[config.mk]
export PLATFORM = sky130hd
export DESIGN_NAME = video_pattern_gen
export DESIGN_NICKNAME = d
export VERILOG_FILES = /design/src/rtl/video_pkg.sv /design/src/rtl/video_pattern_pixel.sv /design/src/rtl/video_pattern_gen.sv
export SDC_FILE = /design/constraint.sdc
export NUM_CORES = 1
export LEC_CHECK = 0
export CAP_MARGIN = 10
export CORE_UTILIZATION = 24
export CTS_CLUSTER_SIZE = 16
export DETAILED_ROUTE_END_ITERATION = 10
export PLACE_DENSITY = 0.44
export SLEW_MARGIN = 20
export SYNTH_ARGS = -nofsm -noshare
export SYNTH_HDL_FRONTEND = slang
export SYNTH_SLANG_ARGS = --single-unit
[constraint.sdc]
create_clock -name aclk -period 4.8 [get_ports aclk]
set_clock_uncertainty 0.2 [all_clocks]
set_input_delay 0.48 -clock aclk [delete_from_list [all_inputs] [get_ports aclk]]
set_output_delay 0.48 -clock aclk [all_outputs]
set_load 0.03 [all_outputs]
[src/rtl/video_pkg.sv]
// Shared definitions for the video test-pattern generator: pattern codes,
// FSM encoding and colour constants (24-bit pixels packed as R[23:16] B[15:8] G[7:0]).
package video_pkg;

  localparam int COORD_W = 16;

  typedef enum logic [1:0] {
    PAT_BARS  = 2'd0,
    PAT_RAMP  = 2'd1,
    PAT_CHECK = 2'd2,
    PAT_SOLID = 2'd3
  } pattern_e;

  typedef enum logic {
    ST_IDLE   = 1'b0,
    ST_ACTIVE = 1'b1
  } state_e;

  localparam logic [23:0] RGB_WHITE = 24'hFFFFFF;
  localparam logic [23:0] RGB_BLACK = 24'h000000;
  localparam logic [23:0] RGB_GRAY  = 24'h808080;

  // Bar order left to right; byte layout is R, B, G.
  function automatic logic [23:0] bar_colour(input logic [2:0] idx);
    logic [23:0] c;
    c = RGB_BLACK;
    case (idx)
      3'd0: c = 24'hFFFFFF; // white
      3'd1: c = 24'hFF00FF; // yellow
      3'd2: c = 24'h00FFFF; // cyan
      3'd3: c = 24'h0000FF; // green
      3'd4: c = 24'hFFFF00; // magenta
      3'd5: c = 24'hFF0000; // red
      3'd6: c = 24'h00FF00; // blue
      default: c = RGB_BLACK;
    endcase
    return c;
  endfunction

endpackage

[src/rtl/video_pattern_pixel.sv]
// Colour of one pixel for a given pattern and (x, y) position; pure combinational.
module video_pattern_pixel
  import video_pkg::*;
#(
  parameter int H_ACTIVE       = 1920,
  parameter int BITS_PER_PIXEL = 24
) (
  input  pattern_e                  pattern,
  input  logic [COORD_W-1:0]        px,
  input  logic [COORD_W-1:0]        py,
  output logic [BITS_PER_PIXEL-1:0] pixel
);

  localparam int BAR_W = H_ACTIVE / 8;

  logic [2:0]  bar;
  logic [23:0] rgb;
  logic        unused_py;

  // Only bit 5 of y matters (checker squares are 32 lines tall).
  assign unused_py = ^{py[COORD_W-1:6], py[4:0]};

  always_comb begin
    bar = '0;
    for (int i = 1; i < 8; i++)
      if (px >= COORD_W'(i * BAR_W)) bar = 3'(i);
  end

  always_comb begin
    rgb = RGB_BLACK;
    case (pattern)
      PAT_BARS:  rgb = bar_colour(bar);
      PAT_RAMP:  rgb = {3{px[7:0]}};
      PAT_CHECK: rgb = (px[5] ^ py[5]) ? RGB_WHITE : RGB_BLACK;
      PAT_SOLID: rgb = RGB_GRAY;
      default:   rgb = RGB_BLACK;
    endcase
  end

  assign pixel = BITS_PER_PIXEL'(rgb);

endmodule

[src/rtl/video_pattern_gen.sv]
// AXI4-Stream test-pattern source: one frame per run request, all stream outputs
// registered; the beat at (x_q, y_q) is what currently sits on the output.
module video_pattern_gen
  import video_pkg::*;
#(
  parameter int SAMPLES_PER_CLOCK = 4,
  parameter int BITS_PER_PIXEL    = 24,
  parameter int TDATA_WIDTH       = SAMPLES_PER_CLOCK * BITS_PER_PIXEL,
  parameter int H_ACTIVE          = 1920,
  parameter int V_ACTIVE          = 1080
) (
  input  logic                   aclk,
  input  logic                   aresetn,
  input  logic                   enable,
  input  logic [1:0]             pattern_sel,
  output logic                   m_axis_video_tvalid,
  output logic [TDATA_WIDTH-1:0] m_axis_video_tdata,
  output logic                   m_axis_video_tuser,
  output logic                   m_axis_video_tlast,
  input  logic                   m_axis_video_tready,
  output logic [15:0]            frame_count
);

  localparam int BEATS = H_ACTIVE / SAMPLES_PER_CLOCK;
  localparam int XW    = (BEATS > 1) ? $clog2(BEATS) : 1;
  localparam int YW    = (V_ACTIVE > 1) ? $clog2(V_ACTIVE) : 1;
  localparam logic [XW-1:0] X_LAST = XW'(BEATS - 1);
  localparam logic [YW-1:0] Y_LAST = YW'(V_ACTIVE - 1);

  state_e                 state_q, state_d;
  pattern_e               pat_q, pat_d;
  logic [XW-1:0]          x_q, x_d;
  logic [YW-1:0]          y_q, y_d;
  logic [15:0]            frame_count_q, frame_count_d;
  logic                   tvalid_q, tvalid_d;
  logic                   tuser_q, tuser_d;
  logic                   tlast_q, tlast_d;
  logic [TDATA_WIDTH-1:0] tdata_q, tdata_d;

  // Position/pattern of the beat about to be loaded into the output register.
  logic                   load;
  logic [XW-1:0]          ld_x;
  logic [YW-1:0]          ld_y;
  pattern_e               ld_pat;
  logic                   xfer;
  logic [SAMPLES_PER_CLOCK-1:0][BITS_PER_PIXEL-1:0] pix;

  for (genvar k = 0; k < SAMPLES_PER_CLOCK; k++) begin : g_pix
    logic [COORD_W-1:0] px;
    assign px = COORD_W'(ld_x) * COORD_W'(SAMPLES_PER_CLOCK) + COORD_W'(k);
    video_pattern_pixel #(
      .H_ACTIVE      (H_ACTIVE),
      .BITS_PER_PIXEL(BITS_PER_PIXEL)
    ) u_pix (
      .pattern(ld_pat),
      .px     (px),
      .py     (COORD_W'(ld_y)),
      .pixel  (pix[k])
    );
  end

  assign xfer = tvalid_q & m_axis_video_tready;

  always_comb begin
    state_d       = state_q;
    pat_d         = pat_q;
    x_d           = x_q;
    y_d           = y_q;
    frame_count_d = frame_count_q;
    tvalid_d      = tvalid_q;
    tuser_d       = tuser_q;
    tlast_d       = tlast_q;
    tdata_d       = tdata_q;
    load          = 1'b0;
    ld_x          = '0;
    ld_y          = '0;
    ld_pat        = pat_q;

    case (state_q)
      ST_IDLE: begin
        if (enable) begin
          state_d = ST_ACTIVE;
          load    = 1'b1;
          ld_pat  = pattern_e'(pattern_sel);
        end
      end
      ST_ACTIVE: begin
        if (xfer) begin
          if (x_q != X_LAST) begin
            load = 1'b1;
            ld_x = x_q + XW'(1);
            ld_y = y_q;
          end else if (y_q != Y_LAST) begin
            load = 1'b1;
            ld_y = y_q + YW'(1);
          end else begin
            frame_count_d = frame_count_q + 16'd1;
            // Run request is only honoured at frame boundaries.
            if (enable) begin
              load   = 1'b1;
              ld_pat = pattern_e'(pattern_sel);
            end else begin
              state_d  = ST_IDLE;
              x_d      = '0;
              y_d      = '0;
              tvalid_d = 1'b0;
              tuser_d  = 1'b0;
              tlast_d  = 1'b0;
              tdata_d  = '0;
            end
          end
        end
      end
      default: state_d = ST_IDLE;
    endcase

    if (load) begin
      x_d      = ld_x;
      y_d      = ld_y;
      pat_d    = ld_pat;
      tvalid_d = 1'b1;
      tuser_d  = (ld_x == '0) && (ld_y == '0);
      tlast_d  = (ld_x == X_LAST);
      tdata_d  = TDATA_WIDTH'(pix);
    end
  end

  always_ff @(posedge aclk) begin
    if (!aresetn) begin
      state_q       <= ST_IDLE;
      pat_q         <= PAT_BARS;
      x_q           <= '0;
      y_q           <= '0;
      frame_count_q <= '0;
      tvalid_q      <= 1'b0;
      tuser_q       <= 1'b0;
      tlast_q       <= 1'b0;
      tdata_q       <= '0;
    end else begin
      state_q       <= state_d;
      pat_q         <= pat_d;
      x_q           <= x_d;
      y_q           <= y_d;
      frame_count_q <= frame_count_d;
      tvalid_q      <= tvalid_d;
      tuser_q       <= tuser_d;
      tlast_q       <= tlast_d;
      tdata_q       <= tdata_d;
    end
  end

  assign m_axis_video_tvalid = tvalid_q;
  assign m_axis_video_tdata  = tdata_q;
  assign m_axis_video_tuser  = tuser_q;
  assign m_axis_video_tlast  = tlast_q;
  assign frame_count         = frame_count_q;

endmodule

Word level (Yosys, flattened, before mapping) --
Index checks and enable logic that the tools add are counted. Widths: inputs -> output; s select.
Storage, ports and cells: bits in registers 138, input bits 6, output and inout port bits 115, word-level logic and storage cells 181
Operators by class: bitwise gates (word level) 8, order comparisons 28, mux-type cells 85, add/sub/neg operators 6, equal/unequal tests 33, reductions and logical operators 12
Operators by type and width (number):
- $pmux 24 s7 | 4
- $mux 96 | 6
- $pmux 24 s4 | 4
- $mux 11 | 10
- $ge 12x11->1 const B | 9
- $mux 24 | 4
- $mux 9 | 9
- $ge 12x10->1 const B | 6
- $mux 3 | 16
- $eq 3x3->1 const B | 12
- $ge 12x8->1 const B | 3
- $ge 12x9->1 const B | 3
- $ge 11x11->1 const B | 3
- $add 11x2->12 const B | 2
- $eq 3x2->1 const B | 8
- $mux 2 | 12
- $ge 11x10->1 const B | 2
- $mux 1 | 17
- $add 16x1->16 const B | 1
- $add 11x1->12 const B | 1
- $eq 3x1->1 const B | 4
- $logic_not 3->1 | 4
- $add 11x1->11 const B | 1
- $ge 11x8->1 const B | 1
- other kinds (21) | 30

Longest topological paths before layout --
Gate-level depths: netlist of run 1.
word-level depth 17, depth in mapped cells 12

Cells and area by module --
Synthesis of run 1 repeated with hierarchy kept, for this count alone.
Second synthesis, totals: cells, all modules 903, area total of the unflattened synthesis 7614.8 um^2
Modules (own cells, without submodules):
- video_pattern_gen | cells an instance 628, times used 1, seq. area each 2762.6 um^2, area an instance 5880.6 um^2
- video_pattern_pixel at g_pix[0].u_pix ... | cells an instance 68, times used 3, seq. area each 0.0 um^2, area an instance 420.4 um^2
- video_pattern_pixel at g_pix[3].u_pix | cells an instance 71, times used 1, seq. area each 0.0 um^2, area an instance 473.0 um^2

Worst setup path before layout of run 1 --
Ideal clock, no wire load.
kind reg2reg, start point register x_q[1], end point register tdata_q[94], in the netlist m_axis_video_tdata[94], library setup time 0.060 ns, path slack 1.660 ns, data required time 4.540 ns, period minus slack after synthesis 3.140 ns, stages on the path, launching flop included 13, path buffers 3, arrival time 2.880 ns, path through dfxtp_1 -> ha_1 -> buf_4 -> nand4_1 -> or2_0 -> buf_2 -> o31ai_4 -> mux2i_2 -> nor2_4 -> nor3_4 -> and2_4 -> buf_6 -> a22o_1
On the way: longest elaborated chain between the ends 17
Ends and longest elaborated chain:
- from (decl) | line video_pattern_gen.sv:32 | logic [XW-1:0] x_q, x_d;
- from (signal assigned) | line video_pattern_gen.sv:132 | x_q <= '0;
- from (signal assigned) | line video_pattern_gen.sv:142 | x_q <= x_d;
- $add 9x1->9 / $ne 9x9->1 (equally long branches) | line video_pattern_gen.sv:91, video_pattern_gen.sv:89
- $mux 9 | line video_pattern_gen.sv:89 | if (x_q != X_LAST) begin
- $mux 9 | line video_pattern_gen.sv:88 | if (xfer) begin
- $mux 9 | line video_pattern_gen.sv:79 | case (state_q)
- $add 11x2->12 | line video_pattern_gen.sv:50 | assign px = COORD_W'(ld_x) * COORD_W'(SAMPLES_PER_CLOCK) + COORD_W'(k);
- $ge 12x8->1 | line video_pattern_pixel.sv:26 | if (px >= COORD_W'(i * BAR_W)) bar = 3'(i);
- $mux 1 | line video_pattern_pixel.sv:26
- $mux 2 (2 in series) | line video_pattern_pixel.sv:26
- $mux 3 (4 in series) | line video_pattern_pixel.sv:26
- $eq 3x3->1, or another cell as far along | line video_pkg.sv:27 | case (idx)
- $pmux 24 s7 | line video_pkg.sv:27
- $pmux 24 s4 | line video_pattern_pixel.sv:31 | case (pattern)
- $mux 96 | line video_pattern_gen.sv:117 | if (load) begin
- to (signal assigned) | line video_pattern_gen.sv:148 | tdata_q <= tdata_d;
- to (decl) | line video_pattern_gen.sv:38 | logic [TDATA_WIDTH-1:0] tdata_q, tdata_d;
Parallel ways exist; a longest one is shown, timed or not. A chain may end at the register's enable or synchronous reset.

Worst setup path in the final report of run 1 --
start point register x_q[0], end point register tdata_q[22], in the netlist m_axis_video_tdata[22]
On the way: longest elaborated chain between the ends 16
Ends and longest elaborated chain (line):
- $add 9x1->9 / $ne 9x9->1 (equally long branches) | video_pattern_gen.sv:91, video_pattern_gen.sv:89
- $mux 9 | video_pattern_gen.sv:89
- $mux 9 | video_pattern_gen.sv:88
- $mux 9 | video_pattern_gen.sv:79
- $ge 11x8->1 | video_pattern_pixel.sv:26
- $mux 1 | video_pattern_pixel.sv:26
- $mux 2 (2 in series) | video_pattern_pixel.sv:26
- $mux 3 (4 in series) | video_pattern_pixel.sv:26
- $eq 3x3->1, or another cell as far along | video_pkg.sv:27
- $pmux 24 s7 | video_pkg.sv:27
- $pmux 24 s4 | video_pattern_pixel.sv:31
- $mux 96 | video_pattern_gen.sv:117
Parallel ways exist; a longest one is shown, timed or not.

==> results.toml, run 1 <==
[drt]
wl_per_cell_um = 14.68
antenna_left = 0
drtPass1Iterations = 4
num_vias = 3940
avgViaCountPerCell = 4.646
drt_wl_total_um = 12450
drc = 0
drt_iter0_markers = 150

[sta]
timing.setup.tns_ns = 0
rsz0062_at_grt = "no"
hold_viol = 0
max_freq_mhz = 240.8
slew_violations = 0
min_period_over_period_pct = 86.52
setup_violations = 0
max_slew_margin_pct = 43.82
period_needed_ns = 4.153
tightest_slew_ns = 0.8362

[clocking]
post_cts_resize_count = 0
cts.clk_slew.worst_paths_ns = 0.08
ctsHoldBuffers = 0
clk_latency_ns = 0.36
clock_sinks = 87
clock-root-buffer = "clkbuf_16"
clk_path_buf_depth = 2
cts_tree = "built"
cts_inserted_buffers = 9
post_cts_buffers = 0
cts_max_level = 3

[critical_path]
cp-startpoint = "x_q[0]"
rr_endpoint = "m_axis_video_tdata[22]"
worstSetupStartpointType = "flip-flop"
r2r_slack_ns = 0.65
rr_startpoint = "x_q[0]"
reg2reg_depth = 9
crit_fanout = 13
worstPathRequired_ns = 4.91
endpoint_kind = "flip-flop"
cp.arrival_ns = 4.26
worstSetupPathType = "flip-flop to flip-flop"

[grt]
grt_pass1_vias = 3667
grt.overflow.total = 0
grt_pass1_wl_um = 19790
antenna_found_initial = 0
track_usage_pct = 12.72
grt_start_max_net_pins = 37

[synthesis]
synth_top_area_share_pct = 37.49
ys_seq_elements = 87
synth-edff-count = 0
synthArstFlopShare_pct = 0
syn-num-nets = 541
seq_area_frac_synth_pct = 37.49
yosysTopAreaCell = "dfxtp_1"
synth_area_per_cell_um2 = 8.733
synthFlopType = "dfxtp_1"
synth_cells = 532
syn_area_um2 = 4646
yosysWarningCount = 0
synth.distinct_cells = 63
yosys-top-cells-area = "dfxtp_1 37%, buf_4 8.9%, nand2_1 4.4%"

[place]
hpwl_um = 8956
placed_area_um2 = 5662
gp_congestion = 0.8127
port_buffers = 120

[hold_path]
hold-path-cell-count = 2
worstHoldPathType = "flip-flop to flip-flop"
min-delay-start = "m_axis_video_tdata[7]"
whs_endpoint = "m_axis_video_tdata[7]"

[die]
die_w_um = 141.1
design.die.area_um2 = 19920
row_count = 50
num_io_pins = 121
core_area_um2 = 18830
die_y_um = 141.1
start_util_pct = 24.67

[finish]
syn_to_final_growth_pct = 28.31
layout-drive-gt1-share_pct = 6.633
n_antenna_cell = 0
layout.nets = 592
final_util_pct = 31.65
final_cell_area_um2 = 5961

[pwr]
ir_drop_mv = 0.1355
p_total_uw = 1904
leakage_uw = 0.002086
p_per_area_nw_per_um2 = 319.5

[run_status]
status = "finished clean"

[flow_run]
max_cap_viol_count = 0
cells in the final DEF (no fill, tap or decap), types with 3 or more instances in the layout:
cell,Yosys,layout
a21boi_0,21,21
a21oi_1,24,23
a22o_1,13,13
a22oi_1,5,5
a31oi_1,7,7
a32o_1,18,18
and2_1,19,18
and3_1,9,9
buf_4,55,4
clkbuf_16,0,9
clkdlybuf4s50_1,0,119
dfxtp_1,87,87
ha_1,3,3
inv_1,6,6
mux2i_1,4,4
nand2_1,55,55
nand3_1,14,14
nand4_1,9,9
nor2_1,16,16
nor2b_1,14,14
nor3_1,9,9
nor4_1,3,3
o211ai_1,4,4
o21a_1,3,3
o21ai_0,26,26
o22ai_1,3,3
or3_1,8,8
or4_1,3,3
xnor2_1,17,17
xor2_1,8,8
stage by stage:
step,cells,setup WS (ns),hold slack (ns)
after floorplan,532,1.660,0.2652
after global placement,832,0.8688,0.2577
after detailed placement,832,0.6830,0.2607
after CTS,848,0.6618,0.2725
after global routing,848,0.3619,0.2944
final,848,0.6471,0.2650
power by group:
group	total (µW)	leakage, µW	switching [µW]	internal (µW)
sequential	790	0.000709	32.0	758
combinational	409	0.00123	247	161
clock	705	0.000143	338	367
total	1900	0.00209	617	1290
flip-flops by register name, indices dropped and copies added, names as in the netlist:
signal               count
m_axis_video_tdata      45
x_q                      9
y_q                     11
state_q                  1
frame_count             16
m_axis_video_tvalid      1
m_axis_video_tlast       1
pat_q                    2
m_axis_video_tuser       1
worst max-delay path, stage by stage (launching register included):
cell	delay, ns
dfxtp_1	0.52
ha_1	0.42
nand4_1	0.47
or2_0	0.53
o31ai_4	0.43
mux2i_2	0.54
nor2_4	0.14
nor3_4	0.42
and2_4	0.28
a22o_1	0.14
cells in the mapped netlist, types with 13 or more instances:
| cell | instances |
|---|---|
| buf_4 | 55 |
| nor2_1 | 16 |
| clkbuf_1 | 19 |
| nor2b_1 | 14 |
| nand3_1 | 14 |
| dfxtp_1 | 87 |
| o21ai_0 | 26 |
| a32o_1 | 18 |
| a21boi_0 | 21 |
| xnor2_1 | 17 |
| a21oi_1 | 24 |
| nand2_1 | 55 |
| and2_1 | 19 |
| a22o_1 | 13 |
final cells by class:
type | instances | area (µm²)
flip-flops and latches | 87 | 1742
well taps | 260 | 325.3
multi-input cells | 355 | 2347
clock inverters | 7 | 72.57
clock buffers | 9 | 225.2
fillers | 1967 | 12870
inverters | 6 | 22.52
repair buffers | 124 | 1226
metal layers:
layer,part of all wire [%],track usage (%)
met2,48,20.82
met4,1.6,5.435
met5,0,0
met1,46,16.11
met3,3.6,2.683
cells by family (layout without fill, tap and decap cells):
family | count (synthesis) | in the layout | synth area share (%)
buffers and inverters | 90 | 146 | 12.09
multiplexers | 5 | 5 | 1.158
AO/OA/AOI/OAI | 141 | 141 | 21.82
AND/OR/NAND/NOR | 181 | 181 | 21.92
XOR/XNOR | 25 | 25 | 4.713
flip-flops | 87 | 87 | 37.49
adder cells (fa/ha/maj) | 3 | 3 | 0.8081
how the worst max path moves through the flow:
| stage | slack, ns | to | depth (start not counted) |
|---|---|---|---|
| final | 0.65 | m_axis_video_tdata[22] | 9 |
| after global routing | 0.36 | m_axis_video_tdata[4] | 8 |
| after CTS | 0.66 | m_axis_video_tdata[22] | 9 |
| after detailed placement | 0.68 | m_axis_video_tdata[22] | 9 |
| after global placement | 0.87 | m_axis_video_tdata[22] | 9 |
| after floorplan | 1.66 | m_axis_video_tdata[94] | 12 |
(Power assumes the default switching activity.)
==> run 2: changes to the inputs <==
--- a/config.mk
+++ b/config.mk
@@ -7,6 +7,7 @@
 export LEC_CHECK = 0
 export CAP_MARGIN = 10
 export CORE_UTILIZATION = 24
+export CTS_BUF_LIST = sky130_fd_sc_hd__clkbuf_16
 export CTS_CLUSTER_SIZE = 16
 export DETAILED_ROUTE_END_ITERATION = 10
 export PLACE_DENSITY = 0.44
==> results of run 2 <==
No change in the layout: final DEF, timing and power equal those of run 1.
